**config.mk**
```make
export PLATFORM = sky130hd
export DESIGN_NAME = vram_arbiter
export DESIGN_NICKNAME = d
export VERILOG_FILES = /design/src/rtl/vram_arb_pkg.sv /design/src/rtl/rr_arbiter.sv /design/src/rtl/vram_arbiter.sv
export SDC_FILE = /design/constraint.sdc
export NUM_CORES = 1
export LEC_CHECK = 0
export ABC_AREA = 1
export CAP_MARGIN = 25
export CORE_ASPECT_RATIO = 0.9
export CORE_UTILIZATION = 36
export DETAILED_ROUTE_END_ITERATION = 12
export PLACE_DENSITY = 0.78
export SKIP_LAST_GASP = 1
export SLEW_MARGIN = 20
export SYNTH_ARGS = -nofsm -noshare
export SYNTH_HDL_FRONTEND = slang
export SYNTH_SLANG_ARGS = --single-unit
```
**constraint.sdc**
```tcl
create_clock -name clk -period 2.57 [get_ports clk]
set_input_delay 0.6425 -clock clk [delete_from_list [all_inputs] [get_ports clk]]
set_output_delay 0.6425 -clock clk [all_outputs]
set_load 0.05 [all_outputs]
```
**src/rtl/vram_arb_pkg.sv**
```systemverilog
// Shared types and latency constants for the VRAM arbiter.
package vram_arb_pkg;

  typedef enum logic [0:0] {
    DISPLAY = 1'b0,
    ARB     = 1'b1
  } arb_state_e;

  localparam int VRAM_RD_LAT = 1;
  localparam int ARB_LAT     = 2;
  localparam int STARVE_W    = 16;

endpackage

```
**src/rtl/rr_arbiter.sv**
```systemverilog
// Combinational round-robin select: first set req_i at or above ptr_i, wrapping.
module rr_arbiter #(
  parameter int N_REQ = 4,
  parameter int IDX_W = (N_REQ > 1) ? $clog2(N_REQ) : 1
) (
  input  logic [N_REQ-1:0] req_i,
  input  logic [IDX_W-1:0] ptr_i,
  output logic [N_REQ-1:0] gnt_o,
  output logic [IDX_W-1:0] win_o
);

  logic             found;
  logic [IDX_W:0]   sum;
  logic [IDX_W-1:0] idx;

  always_comb begin
    gnt_o = '0;
    win_o = '0;
    found = 1'b0;
    sum   = '0;
    idx   = '0;
    for (int k = 0; k < N_REQ; k++) begin
      sum = {1'b0, ptr_i} + (IDX_W+1)'(k);
      if (sum >= (IDX_W+1)'(N_REQ)) sum = sum - (IDX_W+1)'(N_REQ);
      idx = sum[IDX_W-1:0];
      if (!found && req_i[idx]) begin
        found      = 1'b1;
        gnt_o[idx] = 1'b1;
        win_o      = idx;
      end
    end
  end

endmodule

```
**src/rtl/vram_arbiter.sv**
```systemverilog
// VRAM sharing between the renderer (visible lines) and round-robin game logic (vblank).
// Define VRAM_ARB_STATS_EN to add the saturating starve_frames counter output.
//
// state   | meaning
// DISPLAY | renderer reads forwarded, no grants; waits for blank rising edge
// ARB     | requesters served round-robin while blank is high
module vram_arbiter
  import vram_arb_pkg::*;
#(
  parameter int N_REQ  = 4,
  parameter int ADDR_W = 13,
  parameter int DATA_W = 8
) (
  input  logic                    clk,
  input  logic                    reset,
  input  logic                    blank,
  input  logic                    pix_req,
  input  logic [ADDR_W-1:0]       pix_addr,
  output logic                    pix_valid,
  input  logic [N_REQ-1:0]        req,
  input  logic [N_REQ*ADDR_W-1:0] addr,
  input  logic [N_REQ-1:0]        we,
  input  logic [N_REQ*DATA_W-1:0] wdata,
  output logic [N_REQ-1:0]        gnt,
  output logic [N_REQ-1:0]        rvalid,
  output logic                    frame_start,
  output logic [ADDR_W-1:0]       mem_addr,
  output logic                    mem_we,
  output logic [DATA_W-1:0]       mem_wdata,
  input  logic [DATA_W-1:0]       mem_rdata
`ifdef VRAM_ARB_STATS_EN
  ,
  output logic [STARVE_W-1:0]     starve_frames
`endif
);

  localparam int IDX_W = (N_REQ > 1) ? $clog2(N_REQ) : 1;

  arb_state_e       state_q, state_d;
  logic             blank_q, blank_rise, blank_fall;
  logic [IDX_W-1:0] ptr_q, ptr_d, rr_win;
  logic [IDX_W:0]   ptr_inc;
  logic [N_REQ-1:0] rr_gnt;

  logic              acc, acc_we, acc_pix;
  logic [ADDR_W-1:0] acc_addr;
  logic [DATA_W-1:0] acc_wdata;
  logic [N_REQ-1:0]  acc_rd;
  logic              frame_start_d;

  logic [ADDR_W-1:0] mem_addr_q;
  logic              mem_we_q;
  logic [DATA_W-1:0] mem_wdata_q;
  logic              rd_pix_q, pix_valid_q, frame_start_q;
  logic [N_REQ-1:0]  rd_req_q, rvalid_q;

  // mem_rdata goes straight to the clients; this block only tags who owns it.
  logic unused_rdata;
  assign unused_rdata = ^mem_rdata;

  assign blank_rise = blank & ~blank_q;
  assign blank_fall = ~blank & blank_q;

  rr_arbiter #(
    .N_REQ (N_REQ),
    .IDX_W (IDX_W)
  ) u_rr (
    .req_i (req),
    .ptr_i (ptr_q),
    .gnt_o (rr_gnt),
    .win_o (rr_win)
  );

  always_comb begin
    state_d       = state_q;
    ptr_d         = ptr_q;
    gnt           = '0;
    acc           = 1'b0;
    acc_we        = 1'b0;
    acc_pix       = 1'b0;
    acc_addr      = pix_addr;
    acc_wdata     = '0;
    acc_rd        = '0;
    frame_start_d = 1'b0;
    ptr_inc       = {1'b0, rr_win} + (IDX_W+1)'(1);
    if (ptr_inc == (IDX_W+1)'(N_REQ)) ptr_inc = '0;

    case (state_q)
      DISPLAY: begin
        if (pix_req) begin
          acc     = 1'b1;
          acc_pix = 1'b1;
        end
        if (blank_rise) begin
          frame_start_d = 1'b1;
          state_d       = ARB;
        end
      end
      ARB: begin
        if (blank_fall) begin
          state_d = DISPLAY;
        end else if (blank && (|req)) begin
          gnt   = rr_gnt;
          acc   = 1'b1;
          ptr_d = ptr_inc[IDX_W-1:0];
          for (int i = 0; i < N_REQ; i++) begin
            if (rr_gnt[i]) begin
              acc_addr  = addr[i*ADDR_W +: ADDR_W];
              acc_we    = we[i];
              acc_wdata = wdata[i*DATA_W +: DATA_W];
            end
          end
          acc_rd = acc_we ? '0 : rr_gnt;
        end
      end
      default: state_d = DISPLAY;
    endcase
  end

  always_ff @(posedge clk or negedge reset) begin
    if (!reset) begin
      state_q       <= DISPLAY;
      blank_q       <= 1'b1;
      ptr_q         <= '0;
      mem_addr_q    <= '0;
      mem_we_q      <= 1'b0;
      mem_wdata_q   <= '0;
      rd_pix_q      <= 1'b0;
      rd_req_q      <= '0;
      pix_valid_q   <= 1'b0;
      rvalid_q      <= '0;
      frame_start_q <= 1'b0;
    end else begin
      state_q       <= state_d;
      blank_q       <= blank;
      ptr_q         <= ptr_d;
      mem_we_q      <= acc & acc_we;
      if (acc) begin
        mem_addr_q  <= acc_addr;
        mem_wdata_q <= acc_wdata;
      end
      rd_pix_q      <= acc_pix;
      rd_req_q      <= acc_rd;
      pix_valid_q   <= rd_pix_q;
      rvalid_q      <= rd_req_q;
      frame_start_q <= frame_start_d;
    end
  end

  assign mem_addr    = mem_addr_q;
  assign mem_we      = mem_we_q;
  assign mem_wdata   = mem_wdata_q;
  assign pix_valid   = pix_valid_q;
  assign rvalid      = rvalid_q;
  assign frame_start = frame_start_q;

`ifdef VRAM_ARB_STATS_EN
  logic [STARVE_W-1:0] starve_q;

  always_ff @(posedge clk or negedge reset) begin
    if (!reset) begin
      starve_q <= '0;
    end else if (blank_fall && (|req) && (starve_q != '1)) begin
      starve_q <= starve_q + STARVE_W'(1);
    end
  end

  assign starve_frames = starve_q;
`endif

endmodule

```
# Word-level counts from Yosys, hierarchy flattened
# Index checks and enable logic that the tools add are counted.
# word_totals
output_inout_bits,32
wordCells,127
inputBits,117
register_bits,37
# op_classes
bitwise_logic,10
addsub,8
n_lt_le_gt_ge,12
muxes,72
n_reduce_logical,13
eq_ne,1
# op_table
operator,count
$mux 13,7
$mux 8,7
$mux 4,11
$mux 1,28
$mux 2,9
$lt 2x3->1 const B,4
$or 4x4->4,3
$ge 3x3->1 const B,3
$bmux 1 s2,4
$demux 1 s2,4
$ge 2x1->1 const B,4
$logic_and 1x1->1,8
$sub 2x1->2 const B,4
$add 2x1->3 const B,2
$add 2x2->3 const B,2
$not 1->1,4
$pmux 1 s2,2
$reduce_or 4->1,1
$and 1x1->1,3
$eq 3x3->1 const B,1
$ge 2x3->1 const B,1
$logic_not 1->1,3
$reduce_and 3->1,1

# Depth between registers and ports, before layout
# Gate-level depths: netlist of the first run.
# depth
ltp_word,25
depth_mapped,15
ltp_nobuf,15

# Hierarchy
# Synthesis of the first run repeated with hierarchy kept, for this count alone.
# hier_totals
cells_unflattened,440
area_unflattened_um2,2901.5
# modules_own_cells
module,cells_each,n_inst,area_each_um2
vram_arbiter,367,1,2462.4
rr_arbiter,73,1,439.2

# Worst setup path before layout of the first run
# OpenSTA, ideal clock, no wires.
# synth_timing
kind,register to output
start,reg ptr_q[1]
end,out gnt[2]
t_arrival_ns,2.179
path_stages_with_launch,13
required_time_ns,1.928
path_slack_ns,-0.252
path_cell_list,dfrtp_1 -> inv_1 -> ha_1 -> inv_1 -> nand3_1 -> nand2_1 -> nor2_4 -> buf_6 -> nand3_1 -> nand3_2 -> buf_2 -> nand2_1 -> inv_1
# synth_via
elab_chain_len,17
# synth_lines
element,line,source
start: declaration,vram_arbiter.sv:41,"logic [IDX_W-1:0] ptr_q, ptr_d, rr_win;"
start signal: assignment,vram_arbiter.sv:136,ptr_q <= ptr_d;
"parallel branches: the longest is 13 deep, another holds $add 2x1->3",-,
$mux 4 *,rr_arbiter.sv:26,if (!found && req_i[idx]) begin
$mux 4 *,vram_arbiter.sv:102,end else if (blank && (|req)) begin
$mux 4 *,vram_arbiter.sv:100,if (blank_fall) begin
$mux 4 *,vram_arbiter.sv:88,case (state_q)
end: declaration,vram_arbiter.sv:24,"output logic [N_REQ-1:0] gnt,"
# Mark *: on every way between the ends. The select of a mux whose other input is x is not followed.

# Worst setup path in the final report of the first run
# layout_timing
start,in req[0]
end,out gnt[2]
# layout_via
elab_chain_len,15
# layout_lines
element,line,source
start: declaration,vram_arbiter.sv:20,"input logic [N_REQ-1:0] req,"
$bmux 1 s2,rr_arbiter.sv:26,
$mux 1 (implied by the code),rr_arbiter.sv:26,
$mux 1,rr_arbiter.sv:26,
$logic_not 1->1,rr_arbiter.sv:26,
$logic_and 1x1->1,rr_arbiter.sv:26,
$mux 1,rr_arbiter.sv:26,
$logic_not 1->1,rr_arbiter.sv:26,
$logic_and 1x1->1,rr_arbiter.sv:26,
$mux 1,rr_arbiter.sv:26,
$logic_not 1->1,rr_arbiter.sv:26,
$logic_and 1x1->1,rr_arbiter.sv:26,
$mux 4,rr_arbiter.sv:26,
$mux 4 *,vram_arbiter.sv:102,
$mux 4 *,vram_arbiter.sv:100,
$mux 4 *,vram_arbiter.sv:88,
# Mark *: on every way between the ends. The rest lies on a longest branch, timed or not. The select of a mux whose other input is x is not followed.

==> results of run 1 <==
## where the power goes
group	switching (mW)	total, mW	internal, mW
sequential	0.112	0.892	0.780
combinational	3.07	5.06	1.99
clock	0.211	0.399	0.188
total	3.39	6.35	2.96
## area by class of cell
cell class	count	share of cell area, %
well taps	96	2.50
repair buffers	180	37.2
multi-input cells	309	34.7
clock buffers	6	1.51
flip-flops and latches	37	19.3
clock inverters	2	0.208
inverters	51	4.60
## cell usage in the layout (no fill, tap or decap), types with 7 or more instances in the layout
cell type | netlist | final
sky130_fd_sc_hd__or2_0 | 7 | 7
sky130_fd_sc_hd__nand2_2 | 4 | 9
sky130_fd_sc_hd__nand3_1 | 44 | 40
sky130_fd_sc_hd__clkdlybuf4s50_1 | 0 | 131
sky130_fd_sc_hd__inv_1 | 47 | 38
sky130_fd_sc_hd__buf_12 | 0 | 7
sky130_fd_sc_hd__nand2_1 | 114 | 107
sky130_fd_sc_hd__o21a_1 | 13 | 13
sky130_fd_sc_hd__a21oi_1 | 27 | 25
sky130_fd_sc_hd__o21ai_1 | 12 | 12
sky130_fd_sc_hd__nor2_1 | 19 | 19
sky130_fd_sc_hd__buf_4 | 4 | 33
sky130_fd_sc_hd__dfrtp_1 | 36 | 34
sky130_fd_sc_hd__o21ai_0 | 47 | 47
## critical path, stage by stage
cell                              delay (ns)
sky130_fd_sc_hd__clkdlybuf4s15_1        0.22
sky130_fd_sc_hd__nand2_2                0.10
sky130_fd_sc_hd__nand2_1                0.08
sky130_fd_sc_hd__nand2_2                0.10
sky130_fd_sc_hd__nand2_4                0.09
sky130_fd_sc_hd__buf_4                  0.15
sky130_fd_sc_hd__nand2_1                0.06
sky130_fd_sc_hd__a21boi_4               0.19
sky130_fd_sc_hd__nand3_4                0.10
sky130_fd_sc_hd__nand2_4                0.08
sky130_fd_sc_hd__clkinvlp_4             0.09
sky130_fd_sc_hd__buf_12                 0.15
## per-layer routing
layer / vias to the layer above / part of all wire, % / wire length (um) / global-route usage, %
met5: - / 0 / 0 / 0
met3: 24 / 7.4 / 757 / 6.21
met2: 149 / 49 / 5000 / 45.3
met1: 1616 / 42 / 4270 / 30.4
li1: 1687 / - / - / -
met4: 0 / 2.2 / 226 / 9.92
## flip-flops by register name (all words and copies together), names as in the netlist, named ones only
signal	count
rd_req_q	4
rvalid	4
pix_valid	1
blank_q	1
frame_start	1
mem_addr	13
mem_wdata	8
mem_we	1
ptr_q	1
state_q	1
rd_pix_q	1
## path summary, 6_finish.rpt
kind | cells past startpoint | slack, ns | startpoint | end
setup / recovery | 12 | -0.13 | req[0] | gnt[2]
hold / removal | 0 | 0.36 | rd_req_q[2] | rvalid[2]
setup reg to reg | 14 | -0.04 | flop | mem_addr[12]
hold reg to reg | 0 | 0.36 | rd_req_q[2] | rvalid[2]
max in group asynchronous | 2 | 1.79 | reset | blank_q
min in group asynchronous | 2 | 0.40 | reset | mem_addr[0]
## logic make-up after synthesis
group           share of synthesized area, %
compound gates                          19.5
fa+ha+maj                               3.14
buf+inv                                 11.4
flops                                   33.2
simple gates                            32.8
## metrics by stage
step	setup WS, ns	total power, mW	cell area [sq um]	setup TNS (ns)
after floorplan	-0.0162	3.97	2840	-0.0270
after global placement	-0.443	5.37	4520	-10.75
after detailed placement	-0.498	5.46	4520	-12.08
after CTS	-0.0809	6.23	4760	-0.200
after global routing	-0.225	6.84	4810	-3.31
final	-0.132	6.35	4810	-0.735
## what timing repair did
action / 4_1_cts / 5_1_grt
setup endpoints to repair: 25 / 28
gates resized for setup: 37 / 11
buffers inserted: 11 / 1
pin swaps: 13 / 8
==> impl_metrics.prom, run 1 <==
# TYPE chip_impl_metric gauge
chip_impl_metric{name="die_w",unit="um"} 94.8
chip_impl_metric{name="synth-seq-area-share",unit="%"} 33.2
chip_impl_metric{name="per_cell_routed_wire_length",unit="um"} 15.0
chip_impl_metric{name="yosysTopAreaCellShare",unit="%"} 32.3
chip_impl_info{name="violated_checks",value="negative setup slack"} 1
chip_impl_metric{name="die_area",unit="sq mm"} 0.00810
chip_impl_metric{name="postSynthCellCount",unit=""} 416
chip_impl_info{name="critPathCaptureType",value="output port"} 1
chip_impl_metric{name="p_leak",unit="nW"} 2.25
chip_impl_info{name="worst_hold_path_type",value="flop to flop"} 1
chip_impl_metric{name="final_antenna_net_count",unit=""} 0
chip_impl_metric{name="area_growth",unit="%"} 72.6
chip_impl_metric{name="cts_max_level",unit=""} 2
chip_impl_metric{name="timing.critical_path.fanout_max",unit=""} 4
chip_impl_metric{name="core-area",unit="sq mm"} 0.00751
chip_impl_info{name="grt_setup_unrepaired",value="yes"} 1
chip_impl_metric{name="dp.cells",unit=""} 662
chip_impl_metric{name="timing.final.crit_share",unit="%"} 105
chip_impl_metric{name="diodes",unit=""} 0
chip_impl_metric{name="finalHoldViolations",unit=""} 0
chip_impl_info{name="synth_top_cell_by_area",value="sky130_fd_sc_hd__dfrtp_1"} 1
chip_impl_metric{name="post_detail_place_hpwl",unit="mm"} 7.26
chip_impl_metric{name="routed-via-count",unit=""} 3476
chip_impl_metric{name="tritoncts_num_sinks",unit=""} 37
chip_impl_metric{name="yosysWarningCount",unit=""} 0
chip_impl_metric{name="routed_wirelength",unit="mm"} 10.2
chip_impl_metric{name="finalSetupViolCount",unit=""} 18
chip_impl_metric{name="final-instance-count-excl-fill",unit=""} 681
chip_impl_metric{name="ir_drop",unit="V"} 0.000636
chip_impl_metric{name="io_pins",unit=""} 149
chip_impl_metric{name="setup_clock_skew_after_layout",unit="ns"} 0.0101
chip_impl_metric{name="cts_inserted_buffers",unit=""} 5
chip_impl_info{name="worst_setup_path_start_kind",value="primary input"} 1
chip_impl_metric{name="required",unit="ns"} 1.93
chip_impl_metric{name="postSynthRegisterBits",unit=""} 37
chip_impl_metric{name="grt_antenna_before_repair",unit=""} 0
chip_impl_metric{name="via_count_of_the_first_global_routing_pass",unit=""} 3591
chip_impl_metric{name="final_core_area_utilization",unit="%"} 64.1
chip_impl_metric{name="worst_setup_hold_path_clk_slew",unit="ns"} 0.07
chip_impl_metric{name="fillCellCount",unit=""} 666
chip_impl_info{name="netlist_top_cells_count",value="sky130_fd_sc_hd__nand2_1 (114), sky130_fd_sc_hd__inv_1 (47), sky130_fd_sc_hd__o21ai_0 (47)"} 1
chip_impl_metric{name="seqCellArea",unit="sq um"} 930
chip_impl_metric{name="max-cap-violations",unit=""} 0
chip_impl_metric{name="post-route-min-period",unit="ns"} 2.70
chip_impl_metric{name="postSynth.asyncResetShare",unit="%"} 100
chip_impl_info{name="clock_tree.root_cell",value="sky130_fd_sc_hd__clkbuf_8"} 1
chip_impl_metric{name="placement.io_buffers",unit=""} 140
chip_impl_metric{name="postSynthAreaPerCell",unit="sq um"} 6.70
chip_impl_info{name="cts_tree",value="yes"} 1
chip_impl_info{name="synth_flop_cell",value="sky130_fd_sc_hd__dfrtp_1"} 1
chip_impl_metric{name="syn-cell-area",unit="sq mm"} 0.00279
chip_impl_metric{name="multi_input_area",unit="sq mm"} 0.00167
chip_impl_metric{name="synthDistinctLibCells",unit=""} 28
chip_impl_metric{name="final_weighted_congestion_of_routability_driven_global_placement",unit=""} 0.900
chip_impl_metric{name="synth_fp_nets",unit=""} 540
chip_impl_metric{name="setup_ws",unit="ns"} -0.132
chip_impl_metric{name="die-height",unit="um"} 85.5
chip_impl_metric{name="grt_first_pass_wirelength",unit="mm"} 16.4
chip_impl_metric{name="detailedRoute.firstIterationViolations",unit=""} 199
chip_impl_info{name="yosys.cell_count.top_type",value="sky130_fd_sc_hd__nand2_1"} 1
chip_impl_metric{name="ratio_of_cells_with_drive_above_1_in_the_final_layout",unit="%"} 17.1
chip_impl_metric{name="firstDrtPassIters",unit=""} 4
chip_impl_info{name="status",value="finished with violations"} 1
chip_impl_metric{name="drc",unit=""} 0
chip_impl_metric{name="maxSlewViolCount",unit=""} 0
chip_impl_metric{name="worst_skew_pair.late_latency",unit="ns"} 0.29
chip_impl_metric{name="floorplan.rows",unit=""} 30
chip_impl_metric{name="power.density_cell_area",unit="mW/mm^2"} 1320
chip_impl_metric{name="worst_slew_pin_slew",unit="ns"} 1.05
chip_impl_metric{name="clk_path_buf_depth",unit=""} 2
chip_impl_metric{name="arrival_time_of_data_at_the_critical_path_endpoint",unit="ns"} 2.06
chip_impl_metric{name="clock.fmax",unit="GHz"} 0.370
chip_impl_metric{name="route.detailed.vias_per_inst",unit=""} 5.10
chip_impl_info{name="netlist_top_cells_area",value="sky130_fd_sc_hd__dfrtp_1 (32%), sky130_fd_sc_hd__nand2_1 (15%), sky130_fd_sc_hd__o21ai_0 (8.4%)"} 1
chip_impl_metric{name="hold-worst-slack",unit="ns"} 0.356
chip_impl_metric{name="cts.hold.buffers_added",unit=""} 0
chip_impl_metric{name="largest_net_degree_at_the_start_of_global_routing",unit=""} 38
chip_impl_metric{name="grt_usage",unit="%"} 25.9
chip_impl_metric{name="grt_overflow_total",unit=""} 0
chip_impl_metric{name="slew_headroom",unit="%"} 30.2
chip_impl_metric{name="floorplan.initialDensity",unit="%"} 37.2
chip_impl_info{name="critical_path_class",value="primary input to output port"} 1
chip_impl_metric{name="synth_enable_flop_cells",unit=""} 0
chip_impl_metric{name="design.final.nets",unit=""} 708
No activity file was read; power rests on OpenSTA's default activity.
==> run 2: changes to the inputs <==
--- a/config.mk
+++ b/config.mk
@@ -16,3 +16,4 @@
 export SYNTH_ARGS = -nofsm -noshare
 export SYNTH_HDL_FRONTEND = slang
 export SYNTH_SLANG_ARGS = --single-unit
+export TNS_END_PERCENT = 50
==> impl_metrics.prom, run 2 (synthesis gave the netlist of run 1 again) <==
# TYPE chip_impl_metric gauge
chip_impl_metric{name="io_pins",unit=""} 149
chip_impl_metric{name="power_frac_clock",unit="%"} 8.9
chip_impl_metric{name="die_w",unit="um"} 94.8
chip_impl_metric{name="setup_clock_skew_after_layout",unit="ns"} 0.00665
chip_impl_info{name="cp_cell_sequence",value="dlygate4sd2_1 -> nand2_2 -> nand2_1 -> nand2_2 -> nand2_4 -> nor2_4 -> buf_6 -> nand3_2 -> nand3_2 -> nand2_2 -> clkinvlp_4 -> buf_12"} 1
chip_impl_metric{name="hold-worst-slack",unit="ns"} 0.354
chip_impl_metric{name="post_detail_place_hpwl",unit="mm"} 7.27
chip_impl_info{name="cts_tree",value="yes"} 1
chip_impl_metric{name="floorplan.initialDensity",unit="%"} 37.2
chip_impl_metric{name="placement.io_buffers",unit=""} 140
chip_impl_metric{name="route.detailed.vias_per_inst",unit=""} 5.09
chip_impl_metric{name="slew_headroom",unit="%"} 55.6
chip_impl_metric{name="diodes",unit=""} 0
chip_impl_info{name="final_cell_mix",value="sky130_fd_sc_hd__clkdlybuf4s50_1 (131), sky130_fd_sc_hd__nand2_1 (107), sky130_fd_sc_hd__o21ai_0 (47), sky130_fd_sc_hd__buf_4 (43), sky130_fd_sc_hd__inv_1 (39)"} 1
chip_impl_metric{name="p_comb_share",unit="%"} 77.9
chip_impl_metric{name="cts_max_level",unit=""} 2
chip_impl_info{name="worst_setup_path_start_kind",value="primary input"} 1
chip_impl_metric{name="area_growth",unit="%"} 76.8
chip_impl_metric{name="power.share.sequential",unit="%"} 13.1
chip_impl_metric{name="crit_buf_inv",unit=""} 4
chip_impl_metric{name="switching_power",unit="mW"} 3.50
chip_impl_metric{name="globalRouteMet2Util",unit="%"} 47.9
chip_impl_metric{name="final_core_area_utilization",unit="%"} 65.7
chip_impl_metric{name="dp.cells",unit=""} 663
chip_impl_metric{name="grt_overflow_total",unit=""} 0
chip_impl_info{name="critical_path_class",value="primary input to output port"} 1
chip_impl_metric{name="largest_net_degree_at_the_start_of_global_routing",unit=""} 36
chip_impl_metric{name="multi_input_area",unit="sq mm"} 0.00167
chip_impl_metric{name="use_met1",unit="%"} 29.7
chip_impl_metric{name="cpPeakStageDelay",unit="ns"} 0.27
chip_impl_metric{name="firstDrtPassIters",unit=""} 6
chip_impl_metric{name="power.density_cell_area",unit="mW/mm^2"} 1380
chip_impl_info{name="status",value="finished with violations"} 1
chip_impl_metric{name="power.share.switching",unit="%"} 51.6
chip_impl_metric{name="finalPower",unit="mW"} 6.79
chip_impl_metric{name="drc",unit=""} 0
chip_impl_metric{name="fin_tns_setup",unit="ns"} -0.894
chip_impl_info{name="worst_hold_path_type",value="flop to flop"} 1
chip_impl_metric{name="floorplan.rows",unit=""} 30
chip_impl_metric{name="detailedRoute.firstIterationViolations",unit=""} 153
chip_impl_metric{name="die_area",unit="sq mm"} 0.00810
chip_impl_metric{name="max-cap-violations",unit=""} 0
chip_impl_metric{name="via_count_of_the_first_global_routing_pass",unit=""} 3485
chip_impl_metric{name="required",unit="ns"} 1.93
chip_impl_metric{name="routed-via-count",unit=""} 3524
chip_impl_info{name="crit_family",value="simple AND/OR/NAND/NOR gates"} 1
chip_impl_metric{name="tritoncts_num_sinks",unit=""} 37
chip_impl_metric{name="post-route-min-period",unit="ns"} 2.86
chip_impl_metric{name="worst_slew_pin_slew",unit="ns"} 0.666
chip_impl_metric{name="ir_drop",unit="V"} 0.000719
chip_impl_metric{name="cts_inserted_buffers",unit=""} 5
chip_impl_info{name="grt_setup_unrepaired",value="yes"} 1
chip_impl_metric{name="worst_setup_hold_path_clk_slew",unit="ns"} 0.08
chip_impl_metric{name="p_leak",unit="nW"} 2.32
chip_impl_metric{name="maxSlewViolCount",unit=""} 0
chip_impl_metric{name="clk_path_buf_depth",unit=""} 2
chip_impl_metric{name="setup_ws",unit="ns"} -0.295
chip_impl_metric{name="die-height",unit="um"} 85.5
chip_impl_metric{name="largest_register_ff_count",unit=""} 13
chip_impl_metric{name="final_antenna_net_count",unit=""} 0
chip_impl_metric{name="arrival_time_of_data_at_the_critical_path_endpoint",unit="ns"} 2.22
chip_impl_metric{name="grt_first_pass_wirelength",unit="mm"} 16.5
chip_impl_metric{name="timing.critical_path.fanout_max",unit=""} 6
chip_impl_info{name="critPathCaptureType",value="output port"} 1
chip_impl_info{name="layout_commonest_cell",value="sky130_fd_sc_hd__clkdlybuf4s50_1"} 1
chip_impl_info{name="violated_checks",value="negative setup slack"} 1
chip_impl_metric{name="grt_antenna_before_repair",unit=""} 0
chip_impl_info{name="grt_busiest_layer",value="met2"} 1
chip_impl_metric{name="core-area",unit="sq mm"} 0.00751
chip_impl_metric{name="ratio_of_cells_with_drive_above_1_in_the_final_layout",unit="%"} 19.0
chip_impl_metric{name="timing.final.crit_share",unit="%"} 111
chip_impl_metric{name="per_cell_routed_wire_length",unit="um"} 15.6
chip_impl_metric{name="seqCellArea",unit="sq um"} 930
chip_impl_metric{name="finalSetupViolCount",unit=""} 5
chip_impl_metric{name="worst_skew_pair.late_latency",unit="ns"} 0.29
chip_impl_info{name="clock_tree.root_cell",value="sky130_fd_sc_hd__clkbuf_8"} 1
chip_impl_metric{name="finalHoldViolations",unit=""} 0
chip_impl_metric{name="final_weighted_congestion_of_routability_driven_global_placement",unit=""} 0.882
chip_impl_metric{name="cell_internal_pwr",unit="mW"} 3.29
chip_impl_info{name="cp_slowest_cell",value="sky130_fd_sc_hd__dlygate4sd2_1"} 1
chip_impl_metric{name="routed_wirelength",unit="mm"} 10.8
chip_impl_metric{name="final-instance-count-excl-fill",unit=""} 692
chip_impl_metric{name="grt_usage",unit="%"} 26.3
chip_impl_metric{name="grt_use_met3",unit="%"} 7.80
chip_impl_metric{name="clock.fmax",unit="GHz"} 0.349
chip_impl_info{name="timing.critical_path.mode_cell",value="sky130_fd_sc_hd__nand2_2"} 1
chip_impl_metric{name="design.final.nets",unit=""} 719
chip_impl_metric{name="fillCellCount",unit=""} 631
## run 2: path summary, 6_finish.rpt
path | start | endpoint | slack (ns) | cells after the start
worst max-delay path | req[0] | gnt[1] | -0.29 | 12
worst min-delay path | rd_pix_q | pix_valid | 0.35 | 0
worst max register to register | flop | mem_addr[4] | 0 | 16
worst min register to register | rd_pix_q | pix_valid | 0.35 | 0
max in group asynchronous | reset | blank_q | 1.49 | 2
min in group asynchronous | reset | mem_addr[5] | 0.39 | 1
## run 2: power by group through the flow
| stage | Sequential, mW | Combinational, mW | Clock [mW] |
|---|---|---|---|
| finish | 0.893 | 5.29 | 0.607 |
| detailed placement | 0.891 | 4.47 | 0 |
| CTS | 0.891 | 4.79 | 0.618 |
| global route | 0.913 | 5.71 | 0.647 |
| global placement | 0.887 | 4.39 | 0 |
| floorplan | 1.46 | 2.50 | 0 |
## run 2: metal layers
metal	wire [um]	part of all wire, %
met3	795	7.4
met1	4240	39
met5	0	0
met4	208	1.9
met2	5560	51
## run 2: final cells by class
type	count	area share (%)
Multi-Input combinational cell	309	33.9
Clock buffer	5	1.40
Tap cell	96	2.44
Clock inverter	3	1.32
Timing Repair Buffer	191	37.6
Inverter	51	4.47
Sequential cell	37	18.9
## run 2: what timing repair did
item | CTS | global route
gates cloned | 0 | 0
buffers inserted | 9 | 12
hold buffers | 0 | 0
pin swaps | 7 | 8
gates resized for setup | 29 | 19
setup endpoints to repair | 28 | 21
## run 2: through the flow
stage | setup WS (ns) | area (sq um)
after floorplan | -0.0183 | 2840
after global placement | -0.448 | 4490
after detailed placement | -0.542 | 4490
after CTS | -0.109 | 4750
after global routing | -0.330 | 4930
final | -0.295 | 4930
==> run 3: changes to the inputs <==
--- a/config.mk
+++ b/config.mk
@@ -11,7 +11,6 @@
 export CORE_UTILIZATION = 36
 export DETAILED_ROUTE_END_ITERATION = 12
 export PLACE_DENSITY = 0.78
-export SKIP_LAST_GASP = 1
 export SLEW_MARGIN = 20
 export SYNTH_ARGS = -nofsm -noshare
 export SYNTH_HDL_FRONTEND = slang
==> results of run 3 <==
Final layout, timing and power as in run 2 (identical DEF).
==> RTL change (flow settings as in run 3) <==
`N_REQ` is set to 4 in 2 places; all go to 8.
--- a/src/rtl/rr_arbiter.sv
+++ b/src/rtl/rr_arbiter.sv
@@ -1,6 +1,6 @@
 // Combinational round-robin select: first set req_i at or above ptr_i, wrapping.
 module rr_arbiter #(
-  parameter int N_REQ = 4,
+  parameter int N_REQ = 8,
   parameter int IDX_W = (N_REQ > 1) ? $clog2(N_REQ) : 1
 ) (
   input  logic [N_REQ-1:0] req_i,
--- a/src/rtl/vram_arbiter.sv
+++ b/src/rtl/vram_arbiter.sv
@@ -7,7 +7,7 @@
 module vram_arbiter
   import vram_arb_pkg::*;
 #(
-  parameter int N_REQ  = 4,
+  parameter int N_REQ  = 8,
   parameter int ADDR_W = 13,
   parameter int DATA_W = 8
 ) (
Interface: changed (6 resized); port bits go from 149 to 249. The function was not compared with the original's and may differ.
==> RTL change against run 3 <==
- the run still ends with negative setup slack left
- critical path depth is 5 higher
- fmax decreased by 15%
- design area rose by 91%
- via count up 110%
- sequential cell count increased by 9
- non-clock buffer count increased by 189
- synthesized cell count rose by 120%
- setup slack worse by 490 ps
- synthesized area grew 82%
- routed wire length increased by 120%
- count of clock-buffer cells in the layout increased by 1
- total power is 130% higher
- utilization grew 3.9 points
- critical endpoint is now gnt[7]
==> RTL change: results (changes against run 3) <==
- Post-CTS Setup Repair Bufs: 23 (+14)
- Post-cts sizing count: 81 (+180%)
- Int Power: 7.06 mW (+110%)
- Cell depth of the worst flop-to-flop path: 24 (+8)
- PnR worst setup slack: -787 ps (-493 ps)
- Dpl hpwl: 18.8 mm (+160%)
- Logic inverters: 87 (+71%)
- Yosys cell types: 36 (+29%)
- Synth area leaders: nand2_1 (24%), dfrtp_1 (22%), nor2_1 (14%), a21oi_1 (8.1%), nand3_1 (7.8%)
- Worst path max stage delay: 400 ps (+130 ps)
- Failing checks: negative setup slack
- Vias in the first global route: 6,988 (+100%)
- Buffers excl. clock: 380 (+99%)
- Post-synthesis compound-gate area fraction: 10.6% (-8.8 points)
- Max VDD drop: 0.000898 V (+25%)
- Post-Synth Adder-Cell Area: 1.73% (-1.4 points)
- Endpoint of the worst hold path: rvalid[7]
- Post-synthesis sequential area ratio: 22.8% (-10 points)
- RR Endpoint: rd_req_q[0]
- CP max-delay cell: dfrtp_1
- #MultiIn Comb: 752 (+140%)
- Vias/cell: 5.13 (+0.72%)
- Setup violations, final: 39 (+34)
- Total Negative Setup Slacks: -22,840 ps (-21,950 ps)
- Crit path from: ptr_q[0]
- Nets: 1,488 (+110%)
- I/O Buffers: 240 (+71%)
- Tot Pwr: 15.9 mW (+130%)
- Clock Power Share: 4.6% (-4.3 points)
- Crit path capture: gnt[7]
- Post-synth top cells: nand2_1 (323), nor2_1 (183), a21oi_1 (82), nand3_1 (79), inv_1 (72)
- HP Start: rd_req_q[7]
- GRT Util Overall: 32.2% (+5.9 points)
- Max FO, Critical Path: 22 (+16)
- ClkCell Share: 1.77% (-0.95 points)
- Flop2flop setup slack: -620 ps (-620 ps)
- Leakage: 4.71 nW (+100%)
- Run status: finished with violations
- Final WL: 23.9 mm (+120%)
- Largest net degree at the start of global routing: 47 (+31%)
- Multi-input combinational area share: 40.7% (+6.8 points)
- Worst slew margin: 60.3% (+4.8 points)
- Sequential share of cell area: 12.3% (-6.6 points)
- Clock Sinks: 46 (+24%)
- Buffer share of cell area: 39.2% (+1.6 points)
- Syn nets: 1,144 (+110%)
- Pre-CTS setup slack: -1000 ps (-458 ps)
RTL change: cell types whose count changed in the layout (fill, tap and decap cells not counted), sizes merged, moves of 37 or more:
cell,delta
nand2,+212
nor2,+166
clkdlybuf4s50,+92
buf,+91
a21oi,+56
o21ai,-49
nand3,+40
inv,+37
RTL change: per-stage QoR:
step	instance area, sq um	std cells	hold slack, ps
4_1_cts	9180	1435	345
3_5_place_dp	8540	1403	335
6_report	9400	1441	345
2_1_floorplan	5260	928	331
3_3_place_gp	8540	1403	332
5_1_grt	9400	1441	347
RTL change: kinds of logic after synthesis:
logic type               count (synthesis)
AO/OA/AOI/OAI                          102
adder cells (fa/ha/maj)                  7
buffers and inverters                  130
flip-flops                              46
AND/OR/NAND/NOR                        643
RTL change: layer usage:
metal	vias up	global-route usage [%]	share of wire, %
met5	-	0	0
met4	0	9.05	2.5
met3	45	3.04	7.1
met2	378	52.4	45
met1	3354	45.4	45
li1	3614	-	-
